--- src/rtl/preadd_d_block_pipe_if.sv ---
// Pre-adder bus bundle: operands, control enables, config chain and results.
// ad_sat exists only when PREADD_SAT_EN is defined.
interface preadd_d_block_pipe_if #(
   parameter int DW = 27,
   parameter int BW = 18
);
   logic [DW-1:0] D;
   logic [DW-1:0] A2A1;
   logic [BW-1:0] B2B1;
   logic          in_valid;
   logic          CED;
   logic          CEAD;
   logic          RSTD;
   logic [4:0]    INMODE;
   logic          cfg_in;
   logic          cfg_en;
   logic          cfg_out;
   logic [DW-1:0] AD_DATA;
   logic          ad_valid;
   logic [DW-1:0] D_reg;
   logic          INMODEA;
   logic          INMODEB;
`ifdef PREADD_SAT_EN
   logic          ad_sat;

   modport master (
      output D, A2A1, B2B1, in_valid, CED, CEAD, RSTD, INMODE, cfg_in, cfg_en,
      input  cfg_out, AD_DATA, ad_valid, D_reg, INMODEA, INMODEB, ad_sat
   );
   modport slave (
      input  D, A2A1, B2B1, in_valid, CED, CEAD, RSTD, INMODE, cfg_in, cfg_en,
      output cfg_out, AD_DATA, ad_valid, D_reg, INMODEA, INMODEB, ad_sat
   );
`else
   modport master (
      output D, A2A1, B2B1, in_valid, CED, CEAD, RSTD, INMODE, cfg_in, cfg_en,
      input  cfg_out, AD_DATA, ad_valid, D_reg, INMODEA, INMODEB
   );
   modport slave (
      input  D, A2A1, B2B1, in_valid, CED, CEAD, RSTD, INMODE, cfg_in, cfg_en,
      output cfg_out, AD_DATA, ad_valid, D_reg, INMODEA, INMODEB
   );
`endif
endinterface

--- src/rtl/preadd_d_block_pipe.sv ---
// DSP D/pre-adder front end with serial config, D register and 0..AD_STAGES AD pipe.
// Define PREADD_SAT_EN for signed saturating add with a pipelined ad_sat flag.

// One AD pipe stage: data (plus sat flag when enabled) and its valid tag.
module preadd_d_block_pipe_stage #(
   parameter int W = 27
) (
   input  logic         clk,
   input  logic         rstn,
   input  logic         clr_d_i,
   input  logic         clr_v_i,
   input  logic         en_i,
   input  logic [W-1:0] d_i,
   input  logic         v_i,
   output logic [W-1:0] q_o,
   output logic         v_o
);
   logic [W-1:0] data_q;
   logic         vld_q;

   always_ff @(posedge clk or negedge rstn) begin
      if (!rstn) begin
         data_q <= '0;
         vld_q  <= 1'b0;
      end else begin
         if (clr_d_i)   data_q <= '0;
         else if (en_i) data_q <= d_i;
         if (clr_v_i)   vld_q  <= 1'b0;
         else if (en_i) vld_q  <= v_i;
      end
   end

   assign q_o = data_q;
   assign v_o = vld_q;
endmodule

module preadd_d_block_pipe #(
   parameter int DW            = 27,
   parameter int BW            = 18,
   parameter int AD_STAGES     = 3,
   parameter bit INPUT_FREEZED = 1'b0
) (
   input logic                 clk,
   input logic                 rstn,
   preadd_d_block_pipe_if.slave bus
);
`ifdef PREADD_SAT_EN
   localparam int W = DW + 1;
`else
   localparam int W = DW;
`endif

   // cfg_q = {PREADDINSEL, ADSEL[1], ADSEL[0], DREG, IS_RSTD_INVERTED}
   logic [4:0]    cfg_q, cfg_d;
   logic          preaddinsel, dreg, rstd_inv;
   logic [1:0]    adsel, lat;
   logic          rstd_x;
   logic [DW-1:0] d_reg_q, d_reg_d;
   logic [DW-1:0] d_sel, d_term, b_ext, pre_ab, ad_sum;
   logic [W-1:0]  s0;
   logic          v_in;
   logic          unused_inmode;

   assign cfg_d       = bus.cfg_en ? {bus.cfg_in, cfg_q[4:1]} : cfg_q;
   assign preaddinsel = cfg_q[4];
   assign adsel       = cfg_q[3:2];
   assign dreg        = cfg_q[1];
   assign rstd_inv    = cfg_q[0];
   assign lat         = (adsel > 2'(AD_STAGES)) ? 2'(AD_STAGES) : adsel;
   assign rstd_x      = bus.RSTD ^ rstd_inv;

   always_ff @(posedge clk or negedge rstn) begin
      if (!rstn) begin
         cfg_q   <= '0;
         d_reg_q <= '0;
      end else begin
         cfg_q   <= cfg_d;
         d_reg_q <= d_reg_d;
      end
   end

   always_comb begin
      d_reg_d = d_reg_q;
      if (rstd_x)       d_reg_d = '0;
      else if (bus.CED) d_reg_d = bus.D;
   end

   assign d_sel  = (INPUT_FREEZED || dreg) ? d_reg_q : bus.D;
   assign d_term = (d_sel & {DW{bus.INMODE[2]}}) ^ {DW{bus.INMODE[3]}};
   assign b_ext  = DW'($signed(bus.B2B1));
   assign pre_ab = preaddinsel ? b_ext : bus.A2A1;

`ifdef PREADD_SAT_EN
   logic [DW:0] sum_x;
   logic        ovf;
   // Signed overflow shows up as disagreement between the two top bits.
   assign sum_x  = {d_term[DW-1], d_term} + {pre_ab[DW-1], pre_ab};
   assign ovf    = sum_x[DW] ^ sum_x[DW-1];
   assign ad_sum = !ovf     ? sum_x[DW-1:0] :
                   sum_x[DW] ? {1'b1, {(DW-1){1'b0}}} : {1'b0, {(DW-1){1'b1}}};
   assign s0     = {ovf, ad_sum};
`else
   assign ad_sum = d_term + pre_ab;
   assign s0     = ad_sum;
`endif

   // Results shifted in while config is moving are never tagged valid.
   assign v_in = bus.in_valid & ~bus.cfg_en;

   logic [AD_STAGES-1:0][W-1:0] st_d, st_q;
   logic [AD_STAGES-1:0]        sv_d, sv_q;

   always_comb begin
      st_d    = '0;
      sv_d    = '0;
      st_d[0] = s0;
      sv_d[0] = v_in;
      for (int k = 1; k < AD_STAGES; k++) begin
         st_d[k] = st_q[k-1];
         sv_d[k] = sv_q[k-1];
      end
   end

   for (genvar g = 0; g < AD_STAGES; g++) begin : g_stg
      preadd_d_block_pipe_stage #(.W(W)) u_stg (
         .clk     (clk),
         .rstn    (rstn),
         .clr_d_i (rstd_x),
         .clr_v_i (rstd_x | bus.cfg_en),
         .en_i    (bus.CEAD),
         .d_i     (st_d[g]),
         .v_i     (sv_d[g]),
         .q_o     (st_q[g]),
         .v_o     (sv_q[g])
      );
   end

   logic [W-1:0] out_w;
   logic         out_v;

   always_comb begin
      out_w = s0;
      out_v = v_in;
      for (int k = 0; k < AD_STAGES; k++) begin
         if (lat == 2'(k + 1)) begin
            out_w = st_q[k];
            out_v = sv_q[k];
         end
      end
   end

   assign bus.AD_DATA  = out_w[DW-1:0];
   assign bus.ad_valid = out_v & ~bus.cfg_en;
`ifdef PREADD_SAT_EN
   assign bus.ad_sat   = out_w[DW];
`endif
   assign bus.D_reg    = d_reg_q;
   assign bus.cfg_out  = rstd_inv;
   assign bus.INMODEA  = preaddinsel ? 1'b1 : ~bus.INMODE[1];
   assign bus.INMODEB  = preaddinsel ? ~bus.INMODE[1] : 1'b1;
   assign unused_inmode = ^{bus.INMODE[4], bus.INMODE[0]};
endmodule
--- src/flat_wrapper.sv ---
// flat-port wrapper written by rule: the top's interface ports become plain ports
module preadd_d_block_pipe_flat 
#(
   parameter int DW            = 27,
   parameter int BW            = 18,
   parameter int AD_STAGES     = 3,
   parameter bit INPUT_FREEZED = 1'b0
)
  (clk, rstn, bus_D, bus_A2A1, bus_B2B1, bus_in_valid, bus_CED, bus_CEAD, bus_RSTD, bus_INMODE, bus_cfg_in, bus_cfg_en, bus_cfg_out, bus_AD_DATA, bus_ad_valid, bus_D_reg, bus_INMODEA, bus_INMODEB);
  preadd_d_block_pipe_if #(.DW(DW), .BW(BW)) bus_i ();
  input logic clk;
  input logic rstn;
  input wire logic [$bits(bus_i.D)-1:0] bus_D;
  input wire logic [$bits(bus_i.A2A1)-1:0] bus_A2A1;
  input wire logic [$bits(bus_i.B2B1)-1:0] bus_B2B1;
  input wire logic [$bits(bus_i.in_valid)-1:0] bus_in_valid;
  input wire logic [$bits(bus_i.CED)-1:0] bus_CED;
  input wire logic [$bits(bus_i.CEAD)-1:0] bus_CEAD;
  input wire logic [$bits(bus_i.RSTD)-1:0] bus_RSTD;
  input wire logic [$bits(bus_i.INMODE)-1:0] bus_INMODE;
  input wire logic [$bits(bus_i.cfg_in)-1:0] bus_cfg_in;
  input wire logic [$bits(bus_i.cfg_en)-1:0] bus_cfg_en;
  output wire logic [$bits(bus_i.cfg_out)-1:0] bus_cfg_out;
  output wire logic [$bits(bus_i.AD_DATA)-1:0] bus_AD_DATA;
  output wire logic [$bits(bus_i.ad_valid)-1:0] bus_ad_valid;
  output wire logic [$bits(bus_i.D_reg)-1:0] bus_D_reg;
  output wire logic [$bits(bus_i.INMODEA)-1:0] bus_INMODEA;
  output wire logic [$bits(bus_i.INMODEB)-1:0] bus_INMODEB;
  assign bus_i.D = bus_D;
  assign bus_i.A2A1 = bus_A2A1;
  assign bus_i.B2B1 = bus_B2B1;
  assign bus_i.in_valid = bus_in_valid;
  assign bus_i.CED = bus_CED;
  assign bus_i.CEAD = bus_CEAD;
  assign bus_i.RSTD = bus_RSTD;
  assign bus_i.INMODE = bus_INMODE;
  assign bus_i.cfg_in = bus_cfg_in;
  assign bus_i.cfg_en = bus_cfg_en;
  assign bus_cfg_out = bus_i.cfg_out;
  assign bus_AD_DATA = bus_i.AD_DATA;
  assign bus_ad_valid = bus_i.ad_valid;
  assign bus_D_reg = bus_i.D_reg;
  assign bus_INMODEA = bus_i.INMODEA;
  assign bus_INMODEB = bus_i.INMODEB;
  preadd_d_block_pipe #(.DW(DW), .BW(BW), .AD_STAGES(AD_STAGES), .INPUT_FREEZED(INPUT_FREEZED)) u_core (.clk(clk), .rstn(rstn), .bus(bus_i));
endmodule
--- config.mk ---
export PLATFORM = sky130hd
export DESIGN_NAME = preadd_d_block_pipe_flat
export DESIGN_NICKNAME = d
export VERILOG_FILES = /design/src/rtl/preadd_d_block_pipe_if.sv /design/src/rtl/preadd_d_block_pipe.sv /design/src/flat_wrapper.sv
export SDC_FILE = /design/constraint.sdc
export NUM_CORES = 1
export LEC_CHECK = 0
export ABC_AREA = 1
export CORE_MARGIN = 2
export CORE_UTILIZATION = 35
export CTS_CLUSTER_SIZE = 40
export DETAILED_ROUTE_END_ITERATION = 8
export PLACE_DENSITY = 0.67
export SYNTH_ARGS = -nofsm -noshare
export SYNTH_HDL_FRONTEND = slang
export SYNTH_SLANG_ARGS = --single-unit
--- constraint.sdc ---
create_clock -name clk -period 6.1 [get_ports clk]
set_clock_uncertainty 0.1 [all_clocks]
set_input_delay 1.22 -clock clk [delete_from_list [all_inputs] [get_ports clk]]
set_output_delay 1.22 -clock clk [all_outputs]
set_load 0.02 [all_outputs]
==> results.py <==
metrics = {
    "power": {
        "power_density_mw_per_mm2": 342,
        "seqPwrFrac_pct": 26.7,
        "p_sw_mw": 1.27,
        "internal-power_mw": 2.17,
        "irDropWorstVdd_mv": 0.168,
        "total_leakage_power_nw": 4.92,
        "clock_power_share_pct": 34.3,
        "switching_share_pct": 36.9,
        "p_comb_share_pct": 39.0,
    },
    "logic_synthesis": {
        "yosysWarningCount": 0,
        "seq_area_frac_synth_pct": 37.5,
        "ys_ff_latch": 116,
        "synth_fp_nets": 1206,
        "ys_types": 38,
        "netlist_instances": 1094,
        "synth_area_per_cell_um2": 7.08,
        "syn_area_mm2": 0.00775,
    },
    "routing": {
        "drt-pass1-iter-count": 6,
        "vias_per_cell": 5.06,
        "vias": 7620,
        "ant_nets": 0,
        "drcViolationCount": 0,
        "drt-total-wl_um": 23600,
        "drt_iter0_markers": 664,
        "routedWlPerCell_um": 15.7,
    },
    "die": {
        "die_area_mm2": 0.0233,
        "start_util_pct": 35.6,
        "core_region_area_mm2": 0.0218,
        "die_x_um": 153,
        "ios": 143,
        "die_h_um": 153,
        "num_rows": 54,
    },
    "clocking": {
        "tritoncts": "done",
        "clock-sinks": 116,
        "numCtsBuffers": 17,
        "clkTransAtPathRegs_ns": 0.06,
        "clk_latency_ns": 0.42,
        "clockBufferDepth": 2,
        "root_buffer": "clkbuf_16",
        "cts.htree.levels": 4,
    },
    "worst_setup_path": {
        "path_depth": 16,
        "crit_top_cell": "nand2_1",
        "cp_num_buf_inv": 3,
        "worstPathRequired_ns": 4.78,
        "worst_path_dominant_cell_family": "buffers and inverters",
        "crit_path_max_fanout": 16,
        "worstReg2RegEnd": "u_core.g_stg[0].u_stg.q_o[15]",
        "end_kind": "primary output",
        "crit_path_end": "bus_AD_DATA[11]",
        "r2r_slack_ns": 2.84,
        "cp_slowest_cell": "clkdlybuf4s50_1",
        "arrival_ns": 4.62,
        "worstSetupStartpoint": "bus_INMODE[2]",
        "r2r_cells": 14,
        "start_kind": "input port",
        "timing_worst_setup_path_type": "input port to primary output",
        "cp_cell_sequence": "clkdlybuf4s50_1, inv_2, a21oi_1, o21ai_0, xor2_1, ha_1, a21oi_1, nor2_1, nor2_1, nand2_1, nand2_1, nand2_1, nand2_1, nand3_1, a21oi_1, clkdlybuf4s50_1",
        "cpPeakStageDelay_ns": 0.67,
        "r2r_start": "u_core.cfg_q[1]",
    },
    "place": {
        "post-dp-hpwl_um": 17000,
        "gp_congestion": 0.911,
        "port-buffer-count": 140,
        "place_area_mm2": 0.00931,
    },
    "layout": {
        "finalInstanceArea_mm2": 0.0101,
        "syn2layout_area_growth_pct": 29.9,
        "largest_reg_flops": 81,
        "final_common_cell": "nand2_1",
        "layout_common_cells": "257 x nand2_1, 184 x inv_1, 129 x clkdlybuf4s50_1, 116 x dfrtp_1, 85 x o21ai_0",
        "n_antenna_cell": 0,
        "post_route_cells_drive_above_1_share_pct": 5.14,
        "layout.nets": 1326,
    },
    "grt": {
        "grt_pass1_vias": 7359,
        "antenna_found_initial": 0,
        "grt_pass1_wl_um": 38500,
        "groute.usage.overall_pct": 20.5,
        "grt_max_degree": 85,
        "overflow": 0,
    },
    "timing": {
        "worstMarginPinSlew_ns": 1.06,
        "drv_slew": 0,
        "hold_violations": 0,
        "fmax_ghz": 0.168,
        "max_slew_margin_pct": 29.6,
        "setup-tns-final_ns": 0,
        "period_share_pct": 97.4,
        "finalCriticalPeriod_ns": 5.94,
        "rsz0062_at_grt": "no",
        "finalSetupViolCount": 0,
    },
    "run_status": {
        "status": "completed",
    },
    "min_path": {
        "hold_class": "flop to flop",
    },
    "flow_run": {
        "cap_violations": 0,
    },
}
-- metrics by stage --
stage / hold slack, ns / instances / setup WS [ns] / util [%] / total power, mW
6_report: 0.383 / 1506 / 0.159 / 46.3 / 3.44
5_1_grt: 0.411 / 1506 / 0.000663 / 46.3 / 3.65
4_1_cts: 0.382 / 1505 / 0.106 / 45.9 / 3.44
3_5_place_dp: 0.366 / 1474 / 0.115 / 42.8 / 2.25
3_3_place_gp: 0.364 / 1474 / 0.127 / 42.8 / 2.24
2_1_floorplan: 0.348 / 1094 / 1.27 / - / 1.76
-- metal layers --
metal	part of all wire (%)	global-route usage (%)	vias to the layer above
met3	7.6	6.09	20
met2	44	31.6	275
met5	0	0	-
met4	1.1	4.50	0
met1	47	28.6	3527
li1	-	-	3798
-- cell type report --
cell class	count	area, µm²
fillers	2229	11700
multi-input cells	737	3900
flip-flops and latches	116	2900
repair buffers	150	1510
inverters	192	721
clock buffers	23	488
well taps	280	350
clock inverters	8	194
-- worst reg2reg max path, cell delays in order (launching register included) --
cell,delay [ns]
dfrtp_1,0.65
buf_4,0.42
a21oi_1,0.14
o21ai_0,0.15
xor2_1,0.18
ha_1,0.29
a21oi_1,0.30
nor2_1,0.07
nor2_1,0.13
nand2_1,0.12
nand2_1,0.09
nand2_1,0.12
xor2_2,0.19
nand2_1,0.06
o21ai_0,0.08
-- synthesized netlist by cell type --
cell type / count / area share [%]
a22oi_1: 2 / 0.19
buf_4: 2 / 0.19
a21oi_1: 76 / 4.9
xnor2_2: 1 / 0.21
buf_2: 18 / 1.2
buf_1: 2 / 0.097
nand4_1: 6 / 0.48
nor2_2: 2 / 0.16
a31oi_1: 27 / 2.2
clkbuf_2: 1 / 0.065
dfrtp_1: 116 / 37
nor2_4: 3 / 0.44
nand3_2: 1 / 0.13
nand3b_1: 5 / 0.48
o21ai_0: 88 / 5.7
clkinv_1: 1 / 0.048
o31ai_1: 1 / 0.097
a21o_1: 2 / 0.19
ha_1: 26 / 4.2
nor2_1: 68 / 3.3
clkbuf_1: 19 / 0.92
inv_2: 7 / 0.34
xnor2_1: 5 / 0.57
or2_1: 2 / 0.16
o21a_1: 1 / 0.097
xor2_1: 32 / 3.6
fa_1: 1 / 0.26
o221ai_1: 4 / 0.45
a221oi_1: 1 / 0.11
o21bai_1: 6 / 0.58
buf_6: 7 / 1.0
nand2_1: 257 / 12
o21ai_1: 4 / 0.26
o22ai_1: 63 / 5.1
inv_1: 184 / 8.9
nand3_1: 46 / 3.0
o211ai_1: 1 / 0.097
nor3_1: 6 / 0.39
-- power groups by stage --
stage          logic [mW]  registers, mW  clock network, mW
6_report             1.34          0.921               1.18
5_1_grt              1.49          0.933               1.23
4_1_cts              1.33          0.920               1.19
3_5_place_dp         1.32          0.932                  0
3_3_place_gp         1.31          0.928                  0
2_1_floorplan       0.814          0.941                  0
-- how the worst min path moves through the flow --
stage | start | endpoint | slack, ns | cells after the start
detailed placement | u_core.g_stg[0].u_stg.q_o[21] | u_core.g_stg[0].u_stg.q_o[21] | 0.37 | 2
CTS | u_core.g_stg[2].u_stg.q_o[0] | u_core.g_stg[2].u_stg.q_o[0] | 0.38 | 2
global route | u_core.g_stg[2].u_stg.q_o[0] | u_core.g_stg[2].u_stg.q_o[0] | 0.41 | 2
floorplan | u_core.g_stg[2].u_stg.q_o[0] | u_core.g_stg[2].u_stg.q_o[0] | 0.35 | 2
global placement | u_core.g_stg[2].u_stg.q_o[0] | u_core.g_stg[2].u_stg.q_o[0] | 0.36 | 2
finish | u_core.g_stg[2].u_stg.q_o[0] | u_core.g_stg[2].u_stg.q_o[0] | 0.38 | 2
-- logic make-up (layout without fill, tap and decap cells) --
kind of cell	count (synthesis)	in the layout	synth area share (%)
AND/OR/NAND/NOR	396	396	21.0
flip-flops	116	116	37.5
adder cells (fa/ha/maj)	27	27	4.46
AO/OA/AOI/OAI	276	276	19.9
XOR/XNOR	38	38	4.39
buffers and inverters	241	373	12.8
-- repair_timing --
| action | 4_1_cts | 5_1_grt |
|---|---|---|
| setup endpoints to repair | 0 | 17 |
| hold buffers | 0 | 0 |
| resized for setup | 0 | 22 |
| setup buffers | 0 | 1 |
Note: power is estimated with default switching activity, not from simulation.
